==> src/rtl/uart_rx.sv <==
// uart_rx: 8N1-style serial receiver with a valid/ack word handshake and frame-error/overrun flags.
// Latency: rxd_doneH pulses about 2 + CPB/2 + (data_bits+1)*CPB sysclk cycles after the start-bit falling edge.
// Backpressure: none on the line; an unacknowledged word is overwritten and overrunH is latched.
module uart_rx #(
   parameter int         data_bits                 = 8,
   parameter int         received_bit_counter_bits = 4,
   parameter logic [2:0] br                        = 3'b000
) (
   input  logic                 sysclk,
   input  logic                 rst_n,
   input  logic                 rxd,
   input  logic                 rd_ackH,
   output logic [data_bits-1:0] rx_data,
   output logic                 rxd_doneH,
   output logic                 rx_validH,
   output logic                 frame_errH,
   output logic                 overrunH,
   output logic                 rx_busyH
);

   localparam int cpb   = (br == 3'b001) ? 117 :
                          (br == 3'b010) ? 58  :
                          (br == 3'b011) ? 39  :
                          (br == 3'b100) ? 19  : 234;
   localparam int cnt_w = $clog2(cpb);
   localparam logic [cnt_w-1:0] half_last = cnt_w'(cpb / 2 - 1);
   localparam logic [cnt_w-1:0] bit_last  = cnt_w'(cpb - 1);
   localparam logic [received_bit_counter_bits-1:0] last_bit =
      received_bit_counter_bits'(data_bits - 1);

   typedef enum logic [1:0] {IDLE, START, DATA, STOP} state_t;

   state_t                               state, state_n;
   logic                                 rxd_m, rxd_s, rxd_p;
   logic [cnt_w-1:0]                     cnt;
   logic [received_bit_counter_bits-1:0] bit_cnt;
   logic [data_bits-1:0]                 shreg;
   logic                                 fall, half_tick, bit_tick;
   logic                                 take_bit, load_good, load_err;

   assign fall      = rxd_p & ~rxd_s;
   assign half_tick = (cnt == half_last);
   assign bit_tick  = (cnt == bit_last);
   assign rx_busyH  = (state != IDLE);

   always_ff @(posedge sysclk or negedge rst_n) begin
      if (!rst_n) state <= IDLE;
      else        state <= state_n;
   end

   // Leaving STOP at mid stop bit leaves half a bit to catch a back-to-back start edge.
   always_comb begin
      state_n   = state;
      take_bit  = 1'b0;
      load_good = 1'b0;
      load_err  = 1'b0;
      case (state)
         IDLE:  if (fall) state_n = START;
         START: if (half_tick) state_n = rxd_s ? IDLE : DATA;
         DATA:  if (bit_tick) begin
                   take_bit = 1'b1;
                   if (bit_cnt == last_bit) state_n = STOP;
                end
         STOP:  if (bit_tick) begin
                   state_n   = IDLE;
                   load_good = rxd_s;
                   load_err  = ~rxd_s;
                end
         default: state_n = IDLE;
      endcase
   end

   always_ff @(posedge sysclk or negedge rst_n) begin
      if (!rst_n) begin
         rxd_m      <= 1'b1;
         rxd_s      <= 1'b1;
         rxd_p      <= 1'b1;
         cnt        <= '0;
         bit_cnt    <= '0;
         shreg      <= '0;
         rx_data    <= '0;
         rxd_doneH  <= 1'b0;
         rx_validH  <= 1'b0;
         frame_errH <= 1'b0;
         overrunH   <= 1'b0;
      end else begin
         rxd_m <= rxd;
         rxd_s <= rxd_m;
         rxd_p <= rxd_s;

         if (state_n != state || state == IDLE || bit_tick) cnt <= '0;
         else                                                cnt <= cnt + cnt_w'(1);

         if (state == IDLE)  bit_cnt <= '0;
         else if (take_bit)  bit_cnt <= bit_cnt + received_bit_counter_bits'(1);

         if (take_bit) shreg <= {rxd_s, shreg[data_bits-1:1]};

         rxd_doneH <= load_good;
         // A load in the same cycle as an acknowledge keeps the new word valid.
         if (load_good) begin
            rx_data    <= shreg;
            rx_validH  <= 1'b1;
            frame_errH <= 1'b0;
            if (rx_validH && !rd_ackH) overrunH <= 1'b1;
         end else begin
            if (rd_ackH)  rx_validH  <= 1'b0;
            if (load_err) frame_errH <= 1'b1;
         end
      end
   end

endmodule

==> config.mk <==
export PLATFORM = sky130hd
export DESIGN_NAME = uart_rx
export DESIGN_NICKNAME = d
export VERILOG_FILES = /design/src/rtl/uart_rx.sv
export SDC_FILE = /design/constraint.sdc
export NUM_CORES = 1
export LEC_CHECK = 0
export ABC_AREA = 1
export ABC_CLOCK_PERIOD_IN_PS = 2500
export BUFFER_PORTS_ARGS = -buffer_cell sky130_fd_sc_hd__clkbuf_2
export CORE_MARGIN = 4
export CORE_UTILIZATION = 45
export CTS_BUF_LIST = sky130_fd_sc_hd__clkbuf_4 sky130_fd_sc_hd__clkbuf_8 sky130_fd_sc_hd__clkbuf_16
export CTS_CLUSTER_SIZE = 40
export DETAILED_ROUTE_END_ITERATION = 16
export PLACE_DENSITY = 0.65
export SLEW_MARGIN = 10
export SYNTH_ARGS = -nofsm -noshare
export SYNTH_HDL_FRONTEND = slang
export SYNTH_SLANG_ARGS = --single-unit
==> constraint.sdc <==
create_clock -name sysclk -period 2.5 [get_ports sysclk]
set_input_delay 0.125 -clock sysclk [delete_from_list [all_inputs] [get_ports sysclk]]
set_output_delay 0.125 -clock sysclk [all_outputs]
set_load 0.02 [all_outputs]
* After elaboration in Yosys (flattened, before gate mapping) *
Index checks and enable logic that the tools add are counted.

storage, ports and cells
  input port bits = 4
  logic and storage cells = 53
  bits in registers = 37
  output and inout bits = 13

cells by class
  reduce and logical (&&, ||, !) cells = 10
  equality and inequality tests = 7
  add/sub/neg operators = 2
  mux-type cells = 20
  bitwise logic cells = 2

operators by type and width
  operator               count
  $mux W2                6
  $mux W1                10
  $add A8 B1 Y8 const B  1
  $eq A8 B7 Y1 const B   1
  $eq A8 B8 Y1 const B   1
  $mux W4                2
  $mux W8                1
  $pmux W2 S4            1
  $reduce_bool A2 Y1     4
  $add A4 B1 Y4 const B  1
  $eq A2 B2 Y1 const B   2
  $eq A4 B3 Y1 const B   1
  $eq A2 B1 Y1 const B   1
  $logic_not A2 Y1       1
  $logic_or A1 B1 Y1     2
  $ne A2 B2 Y1           1
  $reduce_and A2 Y1      1
  $and A1 B1 Y1          1
  $logic_and A1 B1 Y1    1
  $logic_not A1 Y1       1
  $not A1 Y1             1

* Logic depth before layout (Yosys ltp) *
Gate-level depths: netlist of run 1.

  word-level depth = 8
  mapped depth = 10
  depth with buffers taken out = 10

* Worst setup path after synthesis of run 1 *
Ideal clock, no wire load.

  path kind = register to register
  start = reg cnt[1]
  end = reg rx_data[6]
  stages on the path, launching flop included = 11
  data required time = 2.382 ns
  library setup time = 0.118 ns
  clock period less this slack = 1.422 ns
  path slack = 1.078 ns
  buffers on the path = 1
  arrival = 1.305 ns
  path through = dfrtp_1 inv_1 ha_1 nand2_1 nor2_2 nand2_2 inv_4 nand3_4 buf_6 nand2_1 o21ai_2

between the ends
  word-level cells in the longest chain between the ends = 3

RTL lines
  item                    line  text
  from (decl)             35    logic [cnt_w-1:0] cnt;
  from (signal assigned)  92    else cnt <= cnt + cnt_w'(1);
  $eq A8 B8 Y1            43    assign bit_tick = (cnt == bit_last);
  $mux W1                 64    STOP: if (bit_tick) begin
  $mux W1                 57    case (state)
  to (signal assigned)    102   rx_data <= shreg;
  to (decl)               13    output logic [data_bits-1:0] rx_data,

Every way passes these cells.
A chain may end at the register's enable or synchronous reset.

* Final worst setup path of run 1 *
  start = reg cnt[1]
  end = reg overrunH

between the ends
  word-level cells in the longest chain between the ends = 4

RTL lines
  item                         line  text
  $eq A8 B8 Y1                 43
  $mux W1                      64
  $mux W1                      57
  $reduce_and A2 Y1 (no line)  --
  to (signal assigned)         85    overrunH <= 1'b0;
  to (signal assigned)         105   if (rx_validH && !rd_ackH) overrunH <= 1'b1;
  to (decl)                    17    output logic overrunH,

Every way passes these cells.

==> results of run 1 <==
power groups by stage:
stage / Combinational, W / Sequential (W) / Clock (W)
final: 0.000309 / 0.000738 / 0.000525
after global routing: 0.000356 / 0.000749 / 0.000565
after CTS: 0.000314 / 0.000738 / 0.000545
after detailed placement: 0.000309 / 0.000750 / 0
after global placement: 0.000299 / 0.000749 / 0
after floorplan: 0.000253 / 0.000734 / 0
registers in the layout, summed over array words and instances (netlist names):
register,count
cnt,8
rx_data,8
shreg,8
bit_cnt,4
state,2
frame_errH,1
overrunH,1
rx_validH,1
rxd_doneH,1
rxd_m,1
rxd_p,1
rxd_s,1
path summary, 6_finish.rpt:
check | end | slack [ns]
setup / recovery | overrunH | 0.87
hold / removal | overrunH | 0.02
setup reg to reg | overrunH | 0.87
hold reg to reg | rxd_s | 0.35
max in group asynchronous | cnt[1] | 1.47
min in group asynchronous | rxd_doneH | 0.48
cell type report:
type,instances,area (um^2)
fill,321,1710
sequential,37,930
multi-input combinational,108,654
timing repair buffer,18,100
inverter,24,92.6
clock buffer,6,76.3
tap,48,60.1
clock inverter,2,38.8
cells in the final DEF (no fill, tap or decap), types with 4 or more instances in the layout:
cell and n:
sky130_fd_sc_hd__xor2_1 4, sky130_fd_sc_hd__nor2_2 10, sky130_fd_sc_hd__nand3_1 5, sky130_fd_sc_hd__o21ai_2 7, sky130_fd_sc_hd__clkbuf_8 5, sky130_fd_sc_hd__clkbuf_2 16, sky130_fd_sc_hd__ha_1 4, sky130_fd_sc_hd__nand2_2 5
sky130_fd_sc_hd__inv_1 20, sky130_fd_sc_hd__nor2_1 6, sky130_fd_sc_hd__o21ai_1 10, sky130_fd_sc_hd__dfrtp_1 34, sky130_fd_sc_hd__o21ai_0 4, sky130_fd_sc_hd__nand2_1 35
per-layer routing:
| layer | vias up | track usage (%) |
|---|---|---|
| li1 | 590 | - |
| met1 | 535 | 16.7 |
| met2 | 24 | 20.7 |
| met3 | 8 | 4.20 |
| met4 | 0 | 8.68 |
| met5 | - | 0 |
timing repair:
item	in CTS	in global routing
endpoints found under the hold margin	35	0
hold buffers	2	0
setup buffers	0	0
cell families after synthesis:
logic type	after synthesis	synth area share, %
xor gates and xnor gates	7	3.61
adders and majority gates	4	2.95
buffers and inverters	26	6.77
DFF	37	54.7
and+or+nand+nor	73	23.1
AOI/OAI and AO/OA	24	8.84
metrics by stage:
| step | worst slack (ns) | cell area, um^2 | std cells | total power, W |
|---|---|---|---|---|
| after floorplan | 1.08 | 1700 | 171 | 0.000987 |
| after detailed placement | 0.853 | 1820 | 233 | 0.00106 |
| after global placement | 0.904 | 1820 | 233 | 0.00105 |
| after CTS | 0.835 | 1950 | 243 | 0.00160 |
| final | 0.868 | 1950 | 243 | 0.00157 |
| after global routing | 0.687 | 1950 | 243 | 0.00167 |
==> impl_table.tex, run 1 <==
\begin{tabular}{lr}
\hline
Metric & Value \\
\hline
\multicolumn{2}{l}{\textbf{Finish}} \\
Utilization after layout & 53.3\% \\
Final net count & 202 \\
Area Growth Syn to Fin & 14.9\% \\
Ratio of cells with drive above 1 in the final layout & 30.8\% \\
Ant diodes & 0 \\
\multicolumn{2}{l}{\textbf{Power}} \\
Combinational fraction of design power & 19.7\% \\
Fraction of power spent switching nets & 29.6\% \\
Sequential share of power & 46.9\% \\
Maximum vdd ir drop & 0.000517 V \\
Clk network pwr share & 33.4\% \\
Switching power & 0.000466 W \\
Leak pwr & 0.925 nW \\
P\_int & 0.00111 W \\
Power density normalized to cell area & 806 nW/um\^{}2 \\
\multicolumn{2}{l}{\textbf{Global routing}} \\
Global-route wire length before repair & 5.18 mm \\
Pin count of the biggest net entering global routing & 38 \\
Initial antenna violation count & 0 \\
GRT Residual Overflow & 0 \\
Via count of the first global-routing pass & 1162 \\
All-Layer GR Usage & 13.6\% \\
\multicolumn{2}{l}{\textbf{Job}} \\
Number of max-capacitance violations reported & 0 \\
\multicolumn{2}{l}{\textbf{STA}} \\
Clock skew after layout & 0.00859 ns \\
Maximum operating frequency & 0.613 GHz \\
Total negative setup slack & 0 ns \\
Final setup vio count & 0 \\
Slew at the pin closest to its max-slew limit & 0.871 ns \\
Fin. max-slew vios & 0 \\
Fin crit share & 65.3\% \\
Unrepaired setup endpoints after global routing & false \\
Time the final worst path needs with I/O delays and setup & 1.63 ns \\
Worst hold margin & 0.0225 ns \\
Hold violation count in the final report & 0 \\
Normalized max-slew margin & 41.9\% \\
\multicolumn{2}{l}{\textbf{Floorplanning}} \\
Die height & 69.4 um \\
Initial standard-cell utilization of the core & 46.4\% \\
Boundary pin count & 17 \\
Num rows & 22 \\
Die area & 4820 um\^{}2 \\
Area of the core region & 3660 um\^{}2 \\
Chip Width & 69.4 um \\
\multicolumn{2}{l}{\textbf{Setup path}} \\
Maximum fanout count along the critical path & 18 \\
CP Data Arrival Time & 1.83 ns \\
Reg2reg path depth & 8 \\
Critical path buffers and inverters & 2 \\
Endpoint type of the worst setup path & register \\
Critical path's slowest cell & sky130\_fd\_sc\_hd\_\_dfrtp\_1 \\
Sort of element at the start of the critical path & register \\
Delay of the slowest cell on the worst path & 0.40 ns \\
Worst setup path category & reg -> reg \\
Worst R2R Start & cnt[1] \\
Cell family with most CP delay & simple AND/OR/NAND/NOR gates \\
Crit. Startpoint & cnt[1] \\
Critical path depth & 8 \\
Required time at the worst-slack endpoint & 2.70 ns \\
Ordered cell list for the critical path & inv\_1 > ha\_1 > nand2\_1 > nor2\_2 > nand2\_2 > inv\_4 > nand3\_4 > o31ai\_1 \\
\multicolumn{2}{l}{\textbf{Min path}} \\
Startpoint of the worst hold path & rd\_ackH \\
Hold Crit Class & in -> reg \\
Number of cells on the worst hold path & 2 \\
\multicolumn{2}{l}{\textbf{Drt}} \\
Avg WL per Cell & 11.6 um \\
Top routing layer in use & met4 \\
Remaining routing DRC violations & 0 \\
Wire length after detailed routing & 2.83 mm \\
Routed Antenna Nets & 0 \\
Vias per std cell & 4.76 \\
First drt pass iteration count & 4 \\
Number of DRC markers in iteration 0 & 30 \\
WL met3 & 128 um \\
M1 wire length & 1.28 mm \\
Met2 Wirelength & 1.35 mm \\
Vias post-DR & 1157 \\
\multicolumn{2}{l}{\textbf{Yosys}} \\
Gate count after technology mapping & 171 \\
Post-synthesis net count & 179 \\
Most used flip-flop cell after synthesis & sky130\_fd\_sc\_hd\_\_dfrtp\_1 \\
Most frequent cell after synthesis & sky130\_fd\_sc\_hd\_\_nand2\_1 \\
Distinct cells, synth & 27 \\
Count of yosys warnings during synthesis & 0 \\
Area share of the largest cell type after synthesis & 50.1\% \\
Cell type contributing the most total cell area after synthesis & sky130\_fd\_sc\_hd\_\_dfrtp\_1 \\
Number of enable flip-flop cells after synthesis & 0 \\
Sequential area share after synthesis & 54.7\% \\
Top cell types by occurrence after synthesis & sky130\_fd\_sc\_hd\_\_nand2\_1 (35), sky130\_fd\_sc\_hd\_\_dfrtp\_1 (34), sky130\_fd\_sc\_hd\_\_inv\_1 (20) \\
Number of synthesized register bits & 37 \\
Fraction of synthesis flops using an asynchronous set or reset pin & 100\% \\
Cell area after technology mapping & 1700 um\^{}2 \\
Leading post-synthesis cells by cell area & sky130\_fd\_sc\_hd\_\_dfrtp\_1 (50\%), sky130\_fd\_sc\_hd\_\_nand2\_1 (7.7\%), sky130\_fd\_sc\_hd\_\_dfstp\_2 (4.6\%) \\
Average size of a mapped cell & 9.94 um\^{}2 \\
\multicolumn{2}{l}{\textbf{Clock tree}} \\
Total clock buffers created by CTS & 5 \\
Clock latency on the worst-skew pair & 0.30 ns \\
H-tree levels & 2 \\
Root Buffer & sky130\_fd\_sc\_hd\_\_clkbuf\_8 \\
CTS-repair resized insts & 0 \\
TritonCTS clock tree & built \\
Clock-pin slew on the worst setup and hold paths & 0.08 ns \\
Clock buffer depth & 2 \\
Clock sink total & 37 \\
\multicolumn{2}{l}{\textbf{Run status}} \\
Run status & finished, final reports clean \\
\multicolumn{2}{l}{\textbf{Placed design}} \\
Half-perimeter wire length after placement & 2.09 mm \\
Number of buffers added on ports & 16 \\
Placer's final routability congestion estimate & 0.794 \\
\hline
\end{tabular}
Power figures use the tool's default switching activity.
==> run 2, diff against run 1 <==
Settings changed: ABC_CLOCK_PERIOD_IN_PS 2500 to 1400, PLACE_DENSITY 0.65 to 0.67.
Clock period 2.5 ns to 1.4 ns, I/O delays scaled along.
==> impl_table.tex, run 2 (synthesis gave the netlist of run 1 again) <==
\begin{tabular}{lr}
\hline
Metric & Value \\
\hline
\multicolumn{2}{l}{\textbf{Setup path}} \\
CP Data Arrival Time & 1.74 ns (-0.09 ns) \\
Reg-to-reg critical path endpoint & cnt[5] \\
Reg2reg path depth & 10 (+2) \\
Sort of element at the start of the critical path & register \\
Cell family with most CP delay & simple AND/OR/NAND/NOR gates \\
Ordered cell list for the critical path & inv\_2 > ha\_4 > nand2\_2 > nor2\_4 > nand2\_2 > nand2\_4 > nand3\_2 > nand2\_2 > nand3\_4 > nor2\_2 \\
Delay of the slowest cell on the worst path & 0.39 ns (about the same) \\
Worst setup path category & reg -> reg \\
Endpoint type of the worst setup path & register \\
Worst R2R Start & cnt[1] \\
Critical path depth & 10 (+2) \\
Most Frequent Cell on Critical Path & sky130\_fd\_sc\_hd\_\_nand2\_2 \\
Critical path's slowest cell & sky130\_fd\_sc\_hd\_\_dfrtp\_1 \\
Maximum fanout count along the critical path & 8 (-10) \\
Required time at the worst-slack endpoint & 1.62 ns (-1.08 ns) \\
Setup slack of the most critical reg-to-reg path & -0.12 ns (-0.99 ns) \\
Critical path buffers and inverters & 1 (-1) \\
\multicolumn{2}{l}{\textbf{STA}} \\
Slew at the pin closest to its max-slew limit & 0.493 ns (-0.378 ns) \\
Unrepaired setup endpoints after global routing & true \\
Normalized max-slew margin & 67.1\% (+25 points) \\
Final setup vio count & 30 (+30) \\
Final worst setup slack & -0.117 ns (-0.986 ns) \\
Clock skew after layout & 0.0117 ns (+0.00309 ns) \\
Fin. max-slew vios & 0 (unchanged) \\
Fin crit share & 108\% (+43 points) \\
Time the final worst path needs with I/O delays and setup & 1.52 ns (-0.114 ns) \\
Hold violation count in the final report & 0 (unchanged) \\
Maximum operating frequency & 0.659 GHz (+7.5\%) \\
Worst hold margin & 0.265 ns (+0.242 ns) \\
\multicolumn{2}{l}{\textbf{Placed design}} \\
Half-perimeter wire length after placement & 2.31 mm (+10\%) \\
Placer's final routability congestion estimate & 0.850 (+7.0\%) \\
Placement-stage cell area & 1910 um\^{}2 (+5.1\%) \\
Number of buffers added on ports & 16 (unchanged) \\
\multicolumn{2}{l}{\textbf{Power}} \\
Leak pwr & 1.00 nW (+8.2\%) \\
Power density normalized to cell area & 1280 nW/um\^{}2 (+59\%) \\
Fraction of power spent switching nets & 32.6\% (+3.0 points) \\
Sequential share of power & 45.7\% (-1.2 points) \\
Clk network pwr share & 25.9\% (-7.5 points) \\
Power Total & 0.00290 W (+84\%) \\
Switching power & 0.000945 W (+100\%) \\
P\_int & 0.00196 W (+77\%) \\
Combinational fraction of design power & 28.4\% (+8.7 points) \\
Maximum vdd ir drop & 0.000773 V (+49\%) \\
\multicolumn{2}{l}{\textbf{Global routing}} \\
GRT Residual Overflow & 0 (unchanged) \\
Pin count of the biggest net entering global routing & 20 (-47\%) \\
All-Layer GR Usage & 15.4\% (+1.8 points) \\
Global-route wire length before repair & 6.00 mm (+16\%) \\
Initial antenna violation count & 0 (unchanged) \\
Via count of the first global-routing pass & 1339 (+15\%) \\
\multicolumn{2}{l}{\textbf{Finish}} \\
Largest registers in the final layout & cnt: 8 flops, rx\_data: 8 flops, shreg: 8 flops \\
Leading cell type in the layout, fill and taps excluded & sky130\_fd\_sc\_hd\_\_dfrtp\_1 \\
Most used cells in the layout excluding fill and tap cells & sky130\_fd\_sc\_hd\_\_dfrtp\_1 (33), sky130\_fd\_sc\_hd\_\_nand2\_1 (27), sky130\_fd\_sc\_hd\_\_inv\_1 (18) \\
Ant diodes & 0 (unchanged) \\
Ratio of cells with drive above 1 in the final layout & 45.4\% (+15 points) \\
Footprint of the multi-input gates & 846 um\^{}2 (+29\%) \\
Sequential cell area & 931 um\^{}2 (+0.13\%) \\
Count of fill cells added during filler insertion & 293 (-8.7\%) \\
Area Growth Syn to Fin & 33.4\% \\
Final net count & 223 (+10\%) \\
Finished layout cell area & 2270 um\^{}2 (+16\%) \\
\multicolumn{2}{l}{\textbf{Clock tree}} \\
Total clock buffers created by CTS & 5 (unchanged) \\
Root Buffer & sky130\_fd\_sc\_hd\_\_clkbuf\_8 \\
Clock buffer depth & 2 (unchanged) \\
Clock sink total & 37 (unchanged) \\
Clock-pin slew on the worst setup and hold paths & 0.08 ns (about the same) \\
Clock latency on the worst-skew pair & 0.30 ns (about the same) \\
H-tree levels & 2 (unchanged) \\
TritonCTS clock tree & built \\
\multicolumn{2}{l}{\textbf{Floorplanning}} \\
Initial standard-cell utilization of the core & 46.4\% (unchanged) \\
Die height & 69.4 um (unchanged) \\
Die area & 4820 um\^{}2 (unchanged) \\
Num rows & 22 (unchanged) \\
Chip Width & 69.4 um (unchanged) \\
Boundary pin count & 17 (unchanged) \\
Area of the core region & 3660 um\^{}2 (unchanged) \\
\multicolumn{2}{l}{\textbf{Job}} \\
Number of max-capacitance violations reported & 0 (unchanged) \\
\multicolumn{2}{l}{\textbf{Drt}} \\
First drt pass iteration count & 4 (unchanged) \\
Routed Antenna Nets & 0 (unchanged) \\
Remaining routing DRC violations & 0 (unchanged) \\
Vias post-DR & 1337 (+16\%) \\
Wire length after detailed routing & 3.72 mm (+32\%) \\
Number of DRC markers in iteration 0 & 40 (+33\%) \\
Vias per std cell & 5.06 (+6.4\%) \\
Avg WL per Cell & 14.1 um (+21\%) \\
\multicolumn{2}{l}{\textbf{Min path}} \\
Hold Crit Class & in -> async \\
\multicolumn{2}{l}{\textbf{Run status}} \\
Run status & complete, but fails checks \\
Violations in the final reports & setup timing \\
\hline
\end{tabular}
## run 2: routing by layer
metal	vias to the layer above	GRT usage [%]	part of all wire (%)	wire length (um)
li1	639	-	-	-
met1	649	18.6	42	1560
met2	40	25.1	51	1900
met3	9	3.91	5.2	192
met4	0	8.03	1.8	68
met5	-	0	0	0
## run 2: per-stage QoR
step / cells / setup WS, ns / setup TNS (ns) / utilization (%)
after floorplan: 171 / -0.00804 / -0.00804 / -
after global placement: 242 / -0.0474 / -0.355 / 52.2
after detailed placement: 242 / -0.0858 / -1.49 / 52.2
after CTS: 258 / -0.0862 / -1.02 / 58.3
after global routing: 264 / -0.226 / -4.68 / 61.9
final: 264 / -0.117 / -1.94 / 61.9
## run 2: worst max-delay path by stage
stage                      start         end  slack [ns]
after floorplan           cnt[1]  rx_data[6]      -0.008
after global placement    cnt[1]    overrunH       -0.05
after detailed placement  cnt[1]    overrunH       -0.09
after CTS                 cnt[1]      cnt[7]       -0.09
after global routing      cnt[0]      cnt[7]       -0.23
final                     cnt[1]      cnt[5]       -0.12
## run 2: cell type report
| type | instances | area share (%) |
|---|---|---|
| multi-input cells | 114 | 37.3 |
| repair buffers | 33 | 10.8 |
| inverters | 24 | 4.19 |
| flip-flops and latches | 37 | 41.1 |
| clock inverters | 2 | 0.662 |
| well taps | 48 | 2.65 |
| clock buffers | 6 | 3.37 |
## run 2: power groups by stage
stage	Sequential [W]	Clock [W]	Combinational, W
6_report	0.00132	0.000752	0.000825
5_1_grt	0.00134	0.000812	0.000921
4_1_cts	0.00130	0.000768	0.000729
3_5_place_dp	0.00132	0	0.000686
3_3_place_gp	0.00132	0	0.000668
2_1_floorplan	0.00131	0	0.000451
## run 2: what timing repair did
| item | CTS | global route |
|---|---|---|
| gates cloned | 4 | 2 |
| resized for setup | 13 | 20 |
| endpoints found under the hold margin | 18 | 0 |
| setup endpoints to repair | 28 | 31 |
| hold buffers | 3 | 0 |
| pin swaps | 1 | 7 |
| buffers inserted | 1 | 4 |
==> run 3, diff against run 2 <==
Settings changed: BUFFER_PORTS_ARGS -buffer_cell sky130_fd_sc_hd__clkbuf_2 to not set, CORE_ASPECT_RATIO set to 0.5, DONT_BUFFER_PORTS set to 1, PLACE_DENSITY 0.67 to 0.63.
==> impl_table.tex, run 3 (synthesis gave the netlist of run 1 again) <==
\begin{tabular}{lr}
\hline
Metric & Value \\
\hline
\multicolumn{2}{l}{\textbf{STA}} \\
Time the final worst path needs with I/O delays and setup & 1.54 ns (+0.0243 ns) \\
Final worst setup slack & -0.142 ns (-0.0243 ns) \\
Final setup vio count & 30 (unchanged) \\
Fin crit share & 110\% (+1.7 points) \\
Unrepaired setup endpoints after global routing & true \\
Fin. max-slew vios & 0 (unchanged) \\
Hold violation count in the final report & 0 (unchanged) \\
Maximum operating frequency & 0.649 GHz (-1.6\%) \\
Slew at the pin closest to its max-slew limit & 0.296 ns (-0.197 ns) \\
Normalized max-slew margin & 80.1\% (+13 points) \\
Clock skew after layout & 0.0147 ns (+0.00301 ns) \\
Worst hold margin & 0.270 ns (+0.00538 ns) \\
\multicolumn{2}{l}{\textbf{Setup path}} \\
Required time at the worst-slack endpoint & 1.61 ns (about the same) \\
Worst setup path category & reg -> reg \\
Sort of element at the start of the critical path & register \\
CP Data Arrival Time & 1.75 ns (about the same) \\
Maximum fanout count along the critical path & 4 (-4) \\
Endpoint type of the worst setup path & register \\
Ordered cell list for the critical path & inv\_2 > ha\_4 > nand2\_4 > nor2\_4 > nand2\_2 > inv\_4 > nand3\_4 > buf\_12 > o31ai\_4 \\
Delay of the slowest cell on the worst path & 0.40 ns (about the same) \\
Critical path's slowest cell & sky130\_fd\_sc\_hd\_\_dfrtp\_1 \\
\multicolumn{2}{l}{\textbf{Clock tree}} \\
Clock latency on the worst-skew pair & 0.29 ns (about the same) \\
Clock-pin slew on the worst setup and hold paths & 0.09 ns (about the same) \\
Clock sink total & 37 (unchanged) \\
TritonCTS clock tree & built \\
Total clock buffers created by CTS & 5 (unchanged) \\
Root Buffer & sky130\_fd\_sc\_hd\_\_clkbuf\_8 \\
H-tree levels & 2 (unchanged) \\
Clock buffer depth & 2 (unchanged) \\
\multicolumn{2}{l}{\textbf{Placed design}} \\
Half-perimeter wire length after placement & 2.00 mm (-14\%) \\
Instance count after placement with tap cells included & 234 (-3.3\%) \\
DP Worst Slack & -0.240 ns (-0.154 ns) \\
Number of buffers added on ports & 0 (-16) \\
Placer's final routability congestion estimate & 0.816 (-4.0\%) \\
\multicolumn{2}{l}{\textbf{Finish}} \\
Ant diodes & 0 (unchanged) \\
Final net count & 212 (-4.9\%) \\
Ratio of cells with drive above 1 in the final layout & 38.5\% (-6.8 points) \\
Most used cells in the layout excluding fill and tap cells & sky130\_fd\_sc\_hd\_\_nand2\_1 (33), sky130\_fd\_sc\_hd\_\_dfrtp\_1 (33), sky130\_fd\_sc\_hd\_\_buf\_4 (20) \\
Filler-free cell count of the finished design & 256 (-3.0\%) \\
Area Growth Syn to Fin & 28.4\% \\
Utilization after layout & 61.8\% (-0.12 points) \\
Largest registers in the final layout & cnt: 8 flops, rx\_data: 8 flops, shreg: 8 flops \\
\multicolumn{2}{l}{\textbf{Drt}} \\
Avg WL per Cell & 12.4 um (-12\%) \\
Wire length after detailed routing & 3.17 mm (-15\%) \\
Routed Antenna Nets & 0 (unchanged) \\
Vias per std cell & 4.70 (-7.3\%) \\
Remaining routing DRC violations & 0 (unchanged) \\
Number of DRC markers in iteration 0 & 25 (-38\%) \\
First drt pass iteration count & 5 (+1) \\
Vias post-DR & 1202 (-10\%) \\
\multicolumn{2}{l}{\textbf{Power}} \\
Switching power & 0.000995 W (+5.3\%) \\
Combinational fraction of design power & 28.6\% (+0.2 points) \\
Maximum vdd ir drop & 0.000619 V (-20\%) \\
Leak pwr & 0.993 nW (-0.73\%) \\
Power density normalized to cell area & 1450 nW/um\^{}2 (+14\%) \\
P\_int & 0.00217 W (+11\%) \\
Clk network pwr share & 29.8\% (+3.9 points) \\
Fraction of power spent switching nets & 31.4\% (-1.2 points) \\
Sequential share of power & 41.7\% (-4.0 points) \\
\multicolumn{2}{l}{\textbf{Global routing}} \\
GRT Residual Overflow & 0 (unchanged) \\
Via count of the first global-routing pass & 1263 (-5.7\%) \\
Global-route wire length before repair & 5.49 mm (-8.5\%) \\
Pin count of the biggest net entering global routing & 38 (+90\%) \\
All-Layer GR Usage & 14.9\% (-0.44 points) \\
Initial antenna violation count & 0 (unchanged) \\
\multicolumn{2}{l}{\textbf{Floorplanning}} \\
Die area & 4880 um\^{}2 (+1.2\%) \\
Area of the core region & 3530 um\^{}2 (-3.6\%) \\
Initial standard-cell utilization of the core & 48.2\% (+1.7 points) \\
Chip Width & 94.9 um (+37\%) \\
Num rows & 15 (-32\%) \\
Boundary pin count & 17 (unchanged) \\
Die height & 51.5 um (-26\%) \\
\multicolumn{2}{l}{\textbf{Run status}} \\
Run status & complete, but fails checks \\
Violations in the final reports & setup timing \\
\multicolumn{2}{l}{\textbf{Min path}} \\
Hold Crit Class & in -> async \\
\multicolumn{2}{l}{\textbf{Job}} \\
Number of max-capacitance violations reported & 0 (unchanged) \\
\hline
\end{tabular}
## run 3: cell count changes in the layout (fill, tap and decap cells not counted), moves of 2 or more
cell,before,now
sky130_fd_sc_hd__nand2_1,27,33
sky130_fd_sc_hd__buf_6,1,3
sky130_fd_sc_hd__clkbuf_2,16,0
sky130_fd_sc_hd__o21ai_2,10,8
sky130_fd_sc_hd__buf_4,11,20
sky130_fd_sc_hd__nand3_4,5,2
sky130_fd_sc_hd__nand2_8,3,0
sky130_fd_sc_hd__nand2_2,12,5
## run 3: power by group through the flow
| stage | sequential, W | clock (W) | combinational [W] |
|---|---|---|---|
| after floorplan | 0.00131 | 0 | 0.000451 |
| after global placement | 0.00131 | 0 | 0.000674 |
| after detailed placement | 0.00131 | 0 | 0.000686 |
| after CTS | 0.00130 | 0.000955 | 0.000749 |
| after global routing | 0.00133 | 0.00102 | 0.00101 |
| final | 0.00132 | 0.000943 | 0.000906 |
## run 3: worst paths after layout
kind / startpoint / to / slack [ns] / cells after the start
min in group sysclk: rxd / rxd_m / 0.33 / 1
worst min-delay path: rst_n / bit_cnt[3] / 0.27 / 2
max in group asynchronous: rst_n / rxd_p / 0.87 / 2
worst max-delay path: cnt[1] / overrunH / -0.14 / 9
worst min register to register: rxd_m / rxd_s / 0.36 / 0
worst max register to register: cnt[1] / overrunH / -0.14 / 9
## run 3: through the flow
| stage | power [W] | instance area [um^2] | setup TNS [ns] |
|---|---|---|---|
| after floorplan | 0.00177 | 1700 | -0.00804 |
| after global placement | 0.00199 | 1850 | -1.09 |
| after detailed placement | 0.00200 | 1850 | -1.72 |
| after CTS | 0.00300 | 2070 | -1.12 |
| after global routing | 0.00336 | 2180 | -5.33 |
| final | 0.00317 | 2180 | -2.24 |
## run 3: cell type report
| cell class | count | area (um^2) |
|---|---|---|
| Fill cell | 281 | 1350 |
| Sequential cell | 37 | 931 |
| Multi-Input combinational cell | 108 | 724 |
| Timing Repair Buffer | 28 | 254 |
| Inverter | 24 | 92.6 |
| Clock buffer | 5 | 68.8 |
| Tap cell | 51 | 63.8 |
| Clock inverter | 3 | 46.3 |
## run 3: metal layers
layer / wire (um) / track usage, % / vias to the layer above
met4: 72 / 5.26 / 0
met5: 0 / 0 / -
li1: - / - / 607
met2: 1460 / 25.7 / 25
met1: 1510 / 17.5 / 562
met3: 128 / 5.15 / 8
## run 3: critical path: cells and delay by family, from the launching register on
kind                     cells  cell delay, ns
AO/OA/AOI/OAI                1            0.16
adder cells (fa/ha/maj)      1            0.15
buffers and inverters        3            0.39
flip-flops                   1            0.40
AND/OR/NAND/NOR              4            0.37
## run 3: repair_timing
| action | in CTS | in global routing |
|---|---|---|
| resized for setup | 5 | 16 |
| endpoints found under the setup margin | 21 | 34 |
| buffers inserted | 6 | 4 |
| hold buffers | 4 | 0 |
| pin swaps | 2 | 2 |
| hold endpoints to repair | 40 | 0 |
